[src/rtl/stm_index_gen.sv]
// Per-segment STM sample index generator: a free-running clock divider and a
// wrapping index counter for each of the two segments, with freeze-on-STOP.
module stm_index_gen (
  input  logic        CLK,
  input  logic        RST,
  input  logic        UPDATE_SETTINGS,
  input  logic [15:0] CYCLE_0,
  input  logic [15:0] CYCLE_1,
  input  logic [15:0] FREQ_DIV_0,
  input  logic [15:0] FREQ_DIV_1,
  input  logic        SEGMENT,
  input  logic        STOP,
  output logic [15:0] IDX_0,
  output logic [15:0] IDX_1,
  output logic        WRAP_0,
  output logic        WRAP_1
);

  logic [15:0] cycle_in [2];
  logic [15:0] div_in   [2];
  logic [15:0] cycle_q  [2];
  logic [15:0] div_q    [2];
  logic [15:0] dcnt_q   [2];
  logic [15:0] idx_q    [2];
  logic [1:0]  wrap_q;
  logic [1:0]  frozen;

  assign cycle_in[0] = CYCLE_0;
  assign cycle_in[1] = CYCLE_1;
  assign div_in[0]   = FREQ_DIV_0;
  assign div_in[1]   = FREQ_DIV_1;

  // Only the active segment is frozen; the other keeps running so the
  // swapchain can see it come back around to index 0.
  assign frozen = {STOP & SEGMENT, STOP & ~SEGMENT};

  always_ff @(posedge CLK or posedge RST) begin
    if (RST) begin
      // cycle 0 / div 1: index parked at 0 with a wrap pulse every cycle
      for (int s = 0; s < 2; s++) begin
        cycle_q[s] <= 16'd0;
        div_q[s]   <= 16'd1;
        dcnt_q[s]  <= 16'd0;
        idx_q[s]   <= 16'd0;
        wrap_q[s]  <= 1'b0;
      end
    end else if (UPDATE_SETTINGS) begin
      for (int s = 0; s < 2; s++) begin
        cycle_q[s] <= cycle_in[s];
        div_q[s]   <= (div_in[s] == 16'd0) ? 16'd1 : div_in[s];
        dcnt_q[s]  <= 16'd0;
        idx_q[s]   <= 16'd0;
        wrap_q[s]  <= 1'b0;
      end
    end else begin
      for (int s = 0; s < 2; s++) begin
        if (frozen[s]) begin
          wrap_q[s] <= 1'b0;
        end else if (dcnt_q[s] == div_q[s] - 16'd1) begin
          dcnt_q[s] <= 16'd0;
          if (idx_q[s] == cycle_q[s]) begin
            idx_q[s]  <= 16'd0;
            wrap_q[s] <= 1'b1;
          end else begin
            idx_q[s]  <= idx_q[s] + 16'd1;
            wrap_q[s] <= 1'b0;
          end
        end else begin
          dcnt_q[s] <= dcnt_q[s] + 16'd1;
          wrap_q[s] <= 1'b0;
        end
      end
    end
  end

  assign IDX_0  = idx_q[0];
  assign IDX_1  = idx_q[1];
  assign WRAP_0 = wrap_q[0];
  assign WRAP_1 = wrap_q[1];

endmodule

[config.mk]
export PLATFORM = sky130hd
export DESIGN_NAME = stm_index_gen
export DESIGN_NICKNAME = d
export VERILOG_FILES = /design/src/rtl/stm_index_gen.sv
export SDC_FILE = /design/constraint.sdc
export NUM_CORES = 1
export LEC_CHECK = 0
export ABC_AREA = 1
export CORE_AREA = 2 2 173 175
export CTS_CLUSTER_DIAMETER = 80
export DETAILED_ROUTE_END_ITERATION = 8
export DIE_AREA = 0 0 175 177
export GPL_TIMING_DRIVEN = 0
export PLACE_DENSITY_LB_ADDON = 0.25
export SYNTH_ARGS = -nofsm -noshare
export SYNTH_HDL_FRONTEND = slang
export SYNTH_SLANG_ARGS = --single-unit
export TNS_END_PERCENT = 20
[constraint.sdc]
create_clock -name CLK -period 7.9 [get_ports CLK]
set_input_delay 1.58 -clock CLK [delete_from_list [all_inputs] [get_ports CLK]]
set_output_delay 1.58 -clock CLK [all_outputs]
set_load 0.01 [all_outputs]
# Yosys cells after proc, flatten, opt, wreduce, memory -nomap -nowiden

Cells that the tools add are included.

Order comparisons: 0
$mul: 0
Bitwise operators: 3
Reduce and logical (&&, ||, !) cells: 6
Eq/ne operators: 6
Divide/modulo/power cells: 0
Add/subtract/negate cells: 6
Shift operators: 0
Muxes and demuxes: 21

Operators with widths:

| cell                    | number |
|---|---|
| $mux W16                | 12 |
| $add A16 B1 Y16 const B | 4 |
| $eq A16 B16 Y1          | 4 |
| $mux W32                | 2 |
| $logic_not A16 Y1       | 2 |
| $sub A16 B1 Y16 const B | 2 |
| $mux W1                 | 6 |
| $ne A2 B2 Y1 const B    | 2 |
| $reduce_and A2 Y1       | 2 |
| $reduce_bool A2 Y1      | 2 |
| $and A1 B1 Y1           | 2 |
| $mux W2                 | 1 |
| $not A1 Y1              | 1 |

Memory bits (read-only): 0
Bits in latches: 0
Output and inout bits: 34
Flip-flop bits (word level): 130
Memories kept: 0
Word-level logic and storage cells: 51
Input bits: 69
RAM bits: 0

# Logic depth before layout (Yosys ltp)

Gate-level depths: netlist (run 1).

Word-level depth: 5
Mapped depth: 16
Depth with buffers taken out: 15

# Worst setup path after synthesis (run 1)

OpenSTA, ideal clock, no wires.

Kind: input-to-reg
Start: input SEGMENT
End: register dcnt_q[27] (netlist name)
Setup slack: 5.206 ns
Data arrival time: 2.574 ns
Stages on the path: 8
Path buffers: 0
Path through: inv_1 nand2_1 nor2_1 nor2_1 nand3_1 nor3b_1 xnor2_1 nor2_1

Word-level cells in the longest chain between the ends: 3

RTL lines:

| item                            | RTL line | text |
|---|---|---|
| from (decl)                     | 11       | `input logic SEGMENT,` |
| $not A1 Y1                      | 35       | `assign frozen = {STOP & SEGMENT, STOP & ~SEGMENT};` |
| $and A1 B1 Y1                   | 35       |  |
| $ne A2 B2 Y1 (no line)          | n/a      |  |
| to (signal, indexed assignment) | 69       | `dcnt_q[s] <= dcnt_q[s] + 16'd1;` |
| to (decl)                       | 23       | `logic [15:0] dcnt_q [2];` |

Every way passes these cells.
A chain may end at the register's enable or synchronous reset.

==> results.md, run 1 <==
- Outcome: finished, final reports clean
- Num CTS Buffers: 17
- Vias in the first global route: 8057
- Worst endpoint required time: 8260 ps
- Synth area leaders: dfrtp_1, nand2_1, nor2_1
- Routed vias/inst: 4.661
- Core ar.: 29240 um^2
- Overall routing resource usage: 17.20%
- Crit Path Max Fanout: 10
- Initial antenna violation count: 0
- Worst setup endpoint: cycle_q[31]$_DFFE_PP0P_
- First drt pass iteration count: 5
- Cell chain of the critical path: clkdlybuf4s50_1 > buf_2 > clkbuf_1 > clkbuf_1 > nand2_1 > nand2_1
- Worst path slowest cell: clkbuf_1
- Hold_buf cts: 0
- Most area-hungry cell type in the Yosys netlist: dfrtp_1
- Post-CTS Resized: 0
- Setup_tns: 0 ps
- Drt total wl: 25760 um
- Fmax: 284.6 MHz
- RePlAce Congestion: 0.8556
- Worst path depth: 6
- Leakage: 5.072 nW
- Port Buf Inserts: 102
- Mapped Area: 8635 um^2
- Die height: 177 um
- Synth top area share: 37.10%
- Vias: 8218
- Clk buf depth: 2
- Cell Area, Placed: 10180 um^2
- Fill cell count: 3105
- # DRC: 0
- Slew headroom: 46.96%
- Fin crit share: 44.47%
- Synthesized instance count: 1238
- Clock Sinks: 130
- Clk slew on worst S/H paths: 60 ps
- CP startpoint: UPDATE_SETTINGS
- Share of layout cells above drive strength 1: 7.356%
- Routed wire per std cell: 14.61 um
- Final-report hold violation count: 0
- Average size of a mapped cell: 6.975 um^2
- RSZ-0062 raised after global routing: no
- Max-slew violations: 0
- Critical path arrival: 3870 ps
- Global-route wire length before repair: 42040 um
- Rows: 63
- Final nets: 1435
- CP endpoint kind: register
- Max H-tree Level: 4
- Post-synth cell types: 37
- Seq/Total Area, Yosys: 37.70%
- Initial DRC count: 505
- Endpoints failing setup: 0
- EDFF count, synth: 0
- Ys flop type: dfrtp_1
- Clk_lat worst skew: 430 ps
- Post-DRT Antenna Nets: 0
- CP Buf/Inv Count: 4
- YS warnings: 0
- Crit path max-delay family: buffers and inverters
- Minimum clock period: 3513 ps
- Reg2Reg Depth: 16
- Peak per-stage delay on the critical path: 630 ps
- Post-CTS Setup Bufs: 0
- Grt total ovfl: 0
- Largest net degree at the start of global routing: 92
- Worst r2r src: div_q[0]$_DFFE_PP1P_
- Slew @ Worst Pin: 795.6 ps
- Final instance area: 10750 um^2
- DP Wirelength: 20110 um
- FF-to-FF setup slack: 5430 ps
- CTS tree: built
- Crit Path Category: input pin to register
- Max capacitance violation total: 0
- Antenna cells: 0
- Hold Crit Class: register to register
- Synthesis-stage register bit count: 130
- Max VDD drop: 0.1140 mV
- Clock root cell: clkbuf_16
- Asr flop ratio synth: 100.0%
- Setup Skew: 9.364 ps
- Power density over the cells: 164.7 nW/um^2
- Worst Setup Start Kind: input pin
- Die span in x: 175 um
- Area growth syn-to-layout: 24.46%
- Total Die Area: 30980 um^2
- Syn_nets: 1313
- Starting Density: 29.53%
- I/O pins: 103
- R2R Path End: IDX_1[9]$_DFFE_PP0P_
-- logic make-up (layout without fill, tap and decap cells) --
family / Yosys count / count (layout) / share of synthesized area [%]
AO/OA/AOI/OAI: 47 / 47 / 2.811
adder cells (fa/ha/maj): 6 / 6 / 0.8694
flip-flops: 130 / 130 / 37.70
AND/OR/NAND/NOR: 808 / 808 / 42.04
XOR/XNOR: 89 / 89 / 9.028
buffers and inverters: 158 / 293 / 7.549
-- synth_stat cells (3+ instances only) --
cell	number
o21ai_0	37
buf_1	6
clkbuf_1	22
dfrtp_1	128
nor2_1	153
nor2_2	18
xor2_1	60
nand3_1	83
inv_2	4
nand4_1	63
nand2_1	423
buf_6	5
nor4_1	9
buf_2	4
nand2_2	6
nand3_2	14
nand3b_1	9
nor3b_1	3
nor2_4	3
xnor2_1	29
nor3_1	14
ha_1	6
inv_1	111
a21oi_1	7
-- flip-flops by register name, summed over array words and instances, names as in the netlist --
register  flops
cycle_q      32
dcnt_q       32
div_q        32
IDX_0        16
IDX_1        16
wrap_q        2
-- metal layers --
metal / up-vias / track usage, % / wire length [um]
met5: - / 0 / 0
met4: 0 / 7.014 / 818
met3: 38 / 2.320 / 588
met2: 128 / 29.25 / 12380
met1: 3867 / 22.05 / 11980
li1: 4185 / - / -
-- layout by cell type (no fill, tap or decap), types with 3 or more instances in the layout --
| cell | instances |
|---|---|
| a21oi_1 | 7 |
| buf_1 | 6 |
| buf_2 | 4 |
| buf_6 | 5 |
| clkbuf_1 | 23 |
| clkbuf_16 | 17 |
| clkdlybuf4s50_1 | 102 |
| clkinvlp_4 | 5 |
| dfrtp_1 | 128 |
| ha_1 | 6 |
| inv_1 | 110 |
| inv_2 | 4 |
| inv_6 | 5 |
| nand2_1 | 423 |
| nand2_2 | 6 |
| nand3_1 | 83 |
| nand3_2 | 14 |
| nand3b_1 | 9 |
| nand4_1 | 63 |
| nor2_1 | 153 |
| nor2_2 | 18 |
| nor2_4 | 3 |
| nor3_1 | 14 |
| nor3b_1 | 3 |
| nor4_1 | 9 |
| o21ai_0 | 37 |
| xnor2_1 | 29 |
| xor2_1 | 60 |
-- worst reg2reg max path, cell delays in order, from the launching register on --
cell and delay [ps]:
dfstp_2 540, inv_1 120, ha_1 330, inv_1 40, nand2_1 50, nand2_1 50
nor2_1 160, nand2_1 80, nor2_1 100, nand2_1 60, nor2_1 80, nand2_1 60
nor2_1 120, nand3_2 220, buf_6 230, nand3_1 70, nand2_1 60
-- layout make-up --
class	instances	area [um^2]	area share (%)
clock buffer	19	442.9	4.122
inverter	116	440.4	4.098
clock inverter	13	127.6	1.188
buffer	42	216.5	2.014
tap	390	488.0	4.541
sequential	130	3256	30.29
multi-input combinational	950	4727	43.99
timing repair buffer	103	1049	9.757
-- how the worst min path moves through the flow --
stage                       startpoint                 endpoint  slack (ps)  depth (start not counted)
2_1_floorplan  cycle_q[12]$_DFFE_PP0P_  cycle_q[12]$_DFFE_PP0P_         460                          2
3_3_place_gp   cycle_q[12]$_DFFE_PP0P_  cycle_q[12]$_DFFE_PP0P_         470                          2
3_5_place_dp    cycle_q[1]$_DFFE_PP0P_   cycle_q[1]$_DFFE_PP0P_         480                          2
4_1_cts         cycle_q[1]$_DFFE_PP0P_   cycle_q[1]$_DFFE_PP0P_         490                          2
5_1_grt        cycle_q[27]$_DFFE_PP0P_  cycle_q[27]$_DFFE_PP0P_         510                          2
6_report        cycle_q[1]$_DFFE_PP0P_   cycle_q[1]$_DFFE_PP0P_         490                          2
-- report_power, final --
group | switching [W] | leakage (nW) | internal (W) | total [W]
logic | 0.000159 | 3.11 | 0.000100 | 0.000259
registers | 0.0000339 | 1.69 | 0.000699 | 0.000733
clock network | 0.000331 | 0.265 | 0.000447 | 0.000778
total | 0.000524 | 5.07 | 0.00125 | 0.00177
-- metrics by stage --
step                worst slack, ps  utilization (%)  instances  hold slack [ps]  power (W)
CTS                            4381            36.75       1763            494.4   0.001787
finish                         4387            36.75       1763            491.1   0.001770
detailed placement             3950            34.80       1731            479.0   0.001007
global placement              587.1            34.69       1730            471.6   0.001002
floorplan                      2854                -       1238            455.7  0.0009070
global route                   4277            36.75       1763            510.5   0.001860
No activity file was read; power rests on OpenSTA's default activity.
==> inputs of run 2 (changes only) <==
- clock period: 7.9 -> 3.4 ns (I/O delays scaled with it)
==> run 2 against run 1 <==
Effect of this change:
- hold slack got worse by 1.2 ps
- first-iteration DRC count fell by 7.7%
- clock power rose by 130%
- global-route usage rose by 0.20 points
- clock skew rose by 7.0 ps
- largest power group unchanged
==> results.md, run 2 (same netlist as run 1, synthesis figures left out) <==
- Final nets: 1437 (+0.14%)
- Starting Density: 29.53% (unchanged)
- Commonest non-fill, non-tap cell in the layout: nand2_1
- Max VDD drop: 0.2373 mV (+110%)
- I/O pins: 103 (unchanged)
- Clk buf depth: 2 (unchanged)
- Worst endpoint required time: 3700 ps (-4560 ps)
- Critical path arrival: 2920 ps (-950 ps)
- Port Buf Inserts: 102 (unchanged)
- Clk_lat worst skew: 430 ps (about the same)
- Grt total ovfl: 0 (unchanged)
- Crit Path Max Fanout: 9 (-1)
- Endpoints failing setup: 0 (unchanged)
- Drt total wl: 25930 um (+0.65%)
- Post-CTS Resized: 0 (unchanged)
- Crit Path Category: register to register
- Routed wire per std cell: 14.69 um (+0.53%)
- Hold Crit Class: register to register
- Num CTS Buffers: 17 (unchanged)
- Share of layout cells above drive strength 1: 7.491% (+0.13 points)
- Core ar.: 29240 um^2 (unchanged)
- DR top layer: met4
- Post-DRT Antenna Nets: 0 (unchanged)
- Clock Sinks: 130 (unchanged)
- Max H-tree Level: 4 (unchanged)
- Routed vias/inst: 4.652 (-0.20%)
- Outcome: finished, final reports clean
- Die height: 177 um (unchanged)
- Area growth syn-to-layout: 24.88%
- Leakage: 5.088 nW (+0.30%)
- Fin crit share: 76.89%
- CTS tree: built
- First drt pass iteration count: 5 (unchanged)
- Total Die Area: 30980 um^2 (unchanged)
- Overall routing resource usage: 17.39% (+0.20 points)
- Final-report hold violation count: 0 (unchanged)
- Die span in x: 175 um (unchanged)
- Initial DRC count: 466 (-7.7%)
- CP endpoint kind: register
- Clk slew on worst S/H paths: 60 ps (about the same)
- Max-slew violations: 0 (unchanged)
- Total Power: 0.004136 W (+130%)
- Initial antenna violation count: 0 (unchanged)
- Met1 WL: 11930 um (-0.43%)
- Antenna cells: 0 (unchanged)
- Largest regs: cycle_q: 32 flops, dcnt_q: 32 flops, div_q: 32 flops
- Slew headroom: 46.11% (-0.85 points)
- Setup Skew: 16.34 ps (+6.972 ps)
- Vias in the first global route: 8024 (-0.41%)
- Fill cell count: 3026 (-2.5%)
- Power density over the cells: 383.6 nW/um^2 (+130%)
- Minimum clock period: 2614 ps
- Fmax: 382.5 MHz
- Hold_buf cts: 0 (unchanged)
- # DRC: 0 (unchanged)
- RePlAce Congestion: 0.8782 (+2.6%)
- Vias: 8211 (-0.085%)
- DR WL met3: 743 um (+26%)
- DR WL met2: 12540 um (+1.3%)
- Clock root cell: clkbuf_16
- DP Wirelength: 20150 um (+0.18%)
- Max capacitance violation total: 0 (unchanged)
- Most frequent cells in the layout: nand2_1, nor2_1, dfrtp_1, inv_1, clkdlybuf4s50_1
- FF-to-FF setup slack: 790 ps (-4640 ps)
- Largest net degree at the start of global routing: 38 (-59%)
- Global-route wire length before repair: 42470 um (+1.0%)
- Slew @ Worst Pin: 808.4 ps (+12.81 ps)
- Rows: 63 (unchanged)
- Fin util: 36.87% (+0.12 points)
- RSZ-0062 raised after global routing: no
- Worst Setup Start Kind: register
- Post-CTS Setup Bufs: 0 (unchanged)
-- run 2: cell count changes in the layout (fill, tap and decap cells not counted) --
cell / before / now
buf_16: 1 / 0
clkinv_4: 1 / 4
clkinv_2: 1 / 0
clkbuf_8: 1 / 0
inv_6: 5 / 2
buf_12: 0 / 3
inv_8: 1 / 3
-- run 2: worst max-delay path, cell delays in order, from the launching register on --
cell     delay (ps)
dfstp_2         560
inv_1           150
ha_1            330
inv_1            40
nand2_1          50
nand2_1          50
nor2_1          180
nand2_1          90
nor2_1          100
nand2_1          60
nor2_1           90
nand2_1          60
nor2_1          130
nand3_2         230
nand2_2         290
nor2_1           80
-- run 2: power breakdown --
group / total, W / switching [W] / leakage, nW / internal, W
Sequential: 0.00170 / 0.0000793 / 1.69 / 0.00162
Combinational: 0.000611 / 0.000374 / 3.13 / 0.000237
Clock: 0.00182 / 0.000793 / 0.269 / 0.00103
Total: 0.00414 / 0.00125 / 5.09 / 0.00289
-- run 2: per-layer routing --
metal,GRT usage [%],vias to the layer above
li1,-,4183
met1,22.71,3831
met2,29.36,157
met3,2.491,40
met4,6.250,0
met5,0,-
-- run 2: layout make-up --
type	instances	area [um^2]	share of cell area (%)
buffer	42	216.5	2.007
clock buffer	18	429.2	3.980
clock inverter	14	146.4	1.358
inverter	116	439.2	4.073
multi-input combinational	950	4727	43.84
sequential	130	3256	30.19
tap	390	488.0	4.525
timing repair buffer	105	1081	10.03
-- run 2: worst paths after layout --
check / start / end / cells past startpoint
min in group asynchronous: RST / div_q[6]$_DFFE_PP0P_ / 2
setup / recovery: div_q[0]$_DFFE_PP1P_ / dcnt_q[3]$_DFFE_PP0P_ / 15
hold reg to reg: cycle_q[26]$_DFFE_PP0P_ / cycle_q[26]$_DFFE_PP0P_ / 2
hold / removal: cycle_q[26]$_DFFE_PP0P_ / cycle_q[26]$_DFFE_PP0P_ / 2
setup reg to reg: div_q[0]$_DFFE_PP1P_ / dcnt_q[3]$_DFFE_PP0P_ / 15
max in group asynchronous: RST / div_q[0]$_DFFE_PP1P_ / 4
-- run 2: metrics by stage --
step / hold slack [ps] / TNS, ps / std cells / setup slack [ps] / instance area [um^2]
finish: 490.0 / 0 / 1765 / 785.7 / 10780
global route: 518.2 / 0 / 1765 / 575.9 / 10780
CTS: 494.5 / 0 / 1765 / 748.9 / 10780
detailed placement: 478.8 / 0 / 1733 / 328.0 / 10210
global placement: 475.8 / -37620 / 1730 / -307.7 / 10150
floorplan: 455.7 / 0 / 1238 / 1112 / 8638
==> inputs of run 3 (changes only) <==
- clock period: 3.4 -> 2.1 ns (I/O delays scaled with it)
==> run 3 against run 2 <==
Effect of this change:
- the flow now finishes with violations (negative setup slack)
- hold slack got worse by 51 ps
- wire length rose by 1.3%
- fmax rose by 11%
- non-clock buffer count rose by 8
- first-iteration DRC count fell by 3.4%
- clock skew fell by 1.5 ps
- largest cell class unchanged
- highest routed layer unchanged
==> results.md, run 3 (same netlist as run 1, synthesis figures left out) <==
- Clk slew on worst S/H paths: 70 ps (about the same)
- Outcome: finished with violations
- Violated checks: negative setup slack
- Initial antenna violation count: 0 (unchanged)
- Global-route wire length before repair: 42660 um (+0.44%)
- Slew @ Worst Pin: 736.6 ps (-71.74 ps)
- Largest net degree at the start of global routing: 38 (unchanged)
- Critical path arrival: 2670 ps (-250 ps)
- Crit Path Max Fanout: 6 (-3)
- Final-report hold violation count: 0 (unchanged)
- Vias: 8259 (+0.58%)
- I/O pins: 103 (unchanged)
- Clock Sinks: 130 (unchanged)
- Setup WS pre-CTS: -712.0 ps (-1040 ps)
- Starting Density: 29.53% (unchanged)
- Endpoints failing setup: 52 (+52)
- Total Die Area: 30980 um^2 (unchanged)
- First drt pass iteration count: 5 (unchanged)
- Num CTS Buffers: 17 (unchanged)
- Rows: 63 (unchanged)
- Sw Ratio: 30.32% (+0.20 points)
- Antenna cells: 0 (unchanged)
- Fin crit share: 111.8% (+35 points)
- Most frequent cells in the layout: nand2_1, nor2_1, dfrtp_1, inv_1, clkdlybuf4s50_1
- Final nets: 1445 (+0.56%)
- Hold Crit Class: input pin to async pin
- Fill cell count: 3005 (-0.69%)
- Crit Path Category: register to register
- Grt total ovfl: 0 (unchanged)
- Setup Skew: 14.82 ps (-1.517 ps)
- Max VDD drop: 0.3909 mV (+65%)
- Slew headroom: 50.44% (+4.3 points)
- Die height: 177 um (unchanged)
- Vias in the first global route: 8049 (+0.31%)
- Post-DRT Antenna Nets: 0 (unchanged)
- RSZ-0062 raised after global routing: yes
- Clock power frac: 43.7% (-0.3 points)
- RePlAce Congestion: 0.8782 (unchanged)
- Max H-tree Level: 4 (unchanged)
- Minimum clock period: 2347 ps (-267.4 ps)
- Net Switching: 0.002047 W (+64%)
- Worst Setup Slack, final: -246.9 ps (-1033 ps)
- Worst endpoint required time: 2430 ps (-1270 ps)
- CTS tree: built
- Area growth syn-to-layout: 27.84%
- Worst Setup Start Kind: register
- Comb power frac: 15.4% (+0.6 points)
- Clock root cell: clkbuf_16
- Initial DRC count: 450 (-3.4%)
- Max capacitance violation total: 0 (unchanged)
- Port Buf Inserts: 102 (unchanged)
- Clk buf depth: 2 (unchanged)
- Overall routing resource usage: 17.47% (+0.078 points)
- Die span in x: 175 um (unchanged)
- Drt total wl: 26280 um (+1.3%)
- Commonest non-fill, non-tap cell in the layout: nand2_1
- Clk_lat worst skew: 440 ps (about the same)
- Core ar.: 29240 um^2 (unchanged)
- Routed vias/inst: 4.658 (+0.13%)
- Power density over the cells: 611.7 nW/um^2 (+59%)
- Leakage: 5.146 nW (+1.2%)
- # DRC: 0 (unchanged)
- DP Wirelength: 20150 um (unchanged)
- Max-slew violations: 0 (unchanged)
- CP endpoint kind: register
- Largest regs: cycle_q: 32 flops, dcnt_q: 32 flops, div_q: 32 flops
- Hold_ws: 439.1 ps (-50.87 ps)
- Routed wire per std cell: 14.82 um (+0.89%)
- Share of layout cells above drive strength 1: 10.99% (+3.5 points)
- Fmax: 426.1 MHz (+11%)
- Register share of total power: 40.9% (-0.3 points)
- Internal Pwr Total: 0.004705 W (+63%)
==> run 3: changes by cell type in the layout (fill, tap and decap cells not counted), moves of 3 or more <==
| cell | delta |
|---|---|
| nor2_4 | +4 |
| buf_4 | +6 |
| inv_1 | -4 |
| nand2_1 | -8 |
| clkbuf_1 | -6 |
| nand2_2 | +7 |
| clkbuf_2 | +6 |
| nor2_2 | +3 |
| nand3_2 | +13 |
| nor2_1 | -7 |
| nand3_1 | -14 |
==> run 3: cell type report <==
type	instances	area (um^2)	share of cell area, %
Multi-Input combinational cell	950	4892	44.32
Sequential cell	130	3256	29.49
Timing Repair Buffer	113	1149	10.41
Tap cell	390	488.0	4.421
Inverter	116	445.4	4.035
Clock buffer	18	429.2	3.888
Buffer	42	232.7	2.108
Clock inverter	14	146.4	1.326
==> run 3: worst paths after layout <==
kind	end	slack, ps	start	cells after the start
max	IDX_1[4]$_DFFE_PP0P_	-250	div_q[0]$_DFFE_PP1P_	16
min	div_q[6]$_DFFE_PP0P_	440	RST	2
max reg2reg	IDX_1[4]$_DFFE_PP0P_	-250	div_q[0]$_DFFE_PP1P_	16
min reg2reg	cycle_q[26]$_DFFE_PP0P_	490	cycle_q[26]$_DFFE_PP0P_	2
max in group asynchronous	div_q[0]$_DFFE_PP1P_	720	RST	4
min in group CLK	cycle_q[26]$_DFFE_PP0P_	490	cycle_q[26]$_DFFE_PP0P_	2
==> run 3: power by group through the flow <==
stage	sequential, W	clock [W]	combinational (W)
6_report	0.00276	0.00295	0.00104
4_1_cts	0.00276	0.00299	0.00104
5_1_grt	0.00278	0.00312	0.00119
3_3_place_gp	0.00280	0	0.000973
2_1_floorplan	0.00277	0	0.000644
3_5_place_dp	0.00281	0	0.000997
==> run 3: what timing repair did <==
action,4_1_cts,5_1_grt
hold buffers,0,0
gates resized for setup,26,31
pin swaps,5,24
cloned,1,0
buffers inserted,5,2
endpoints found under the setup margin,103,82
==> run 3: per-layer routing <==
metal	track usage (%)	up-vias	routed length (um)	share of wire, %
li1	-	4204	-	-
met1	22.78	3884	11970	46
met2	29.56	138	12880	49
met3	2.491	33	802	3.1
met4	6.250	0	624	2.4
met5	0	-	0	0
==> run 3: critical path, cell delays in order, from the launching register on <==
cell and delay (ps):
dfstp_2 560, clkinvlp_4 120, ha_4 280, inv_2 30
nand2_2 40, nand2_2 60, nor2_4 110, nand2_1 70
nor2_1 110, nand2_1 60, nor2_1 100, nand2_1 70
nor2_2 130, nand3_4 170, buf_6 200, nand3_2 50
nand2_1 70
==> run 3: stage by stage <==
step	area (um^2)	cells	total power [W]	setup TNS (ps)	util [%]
after global placement	10150	1730	0.003777	-220100	34.70
after global routing	11040	1773	0.007081	-15820	37.74
after detailed placement	10210	1733	0.003803	-48830	34.90
final	11040	1773	0.006752	-6803	37.74
after floorplan	8638	1238	0.003413	-49.84	-
after CTS	10920	1771	0.006793	-7870	37.35
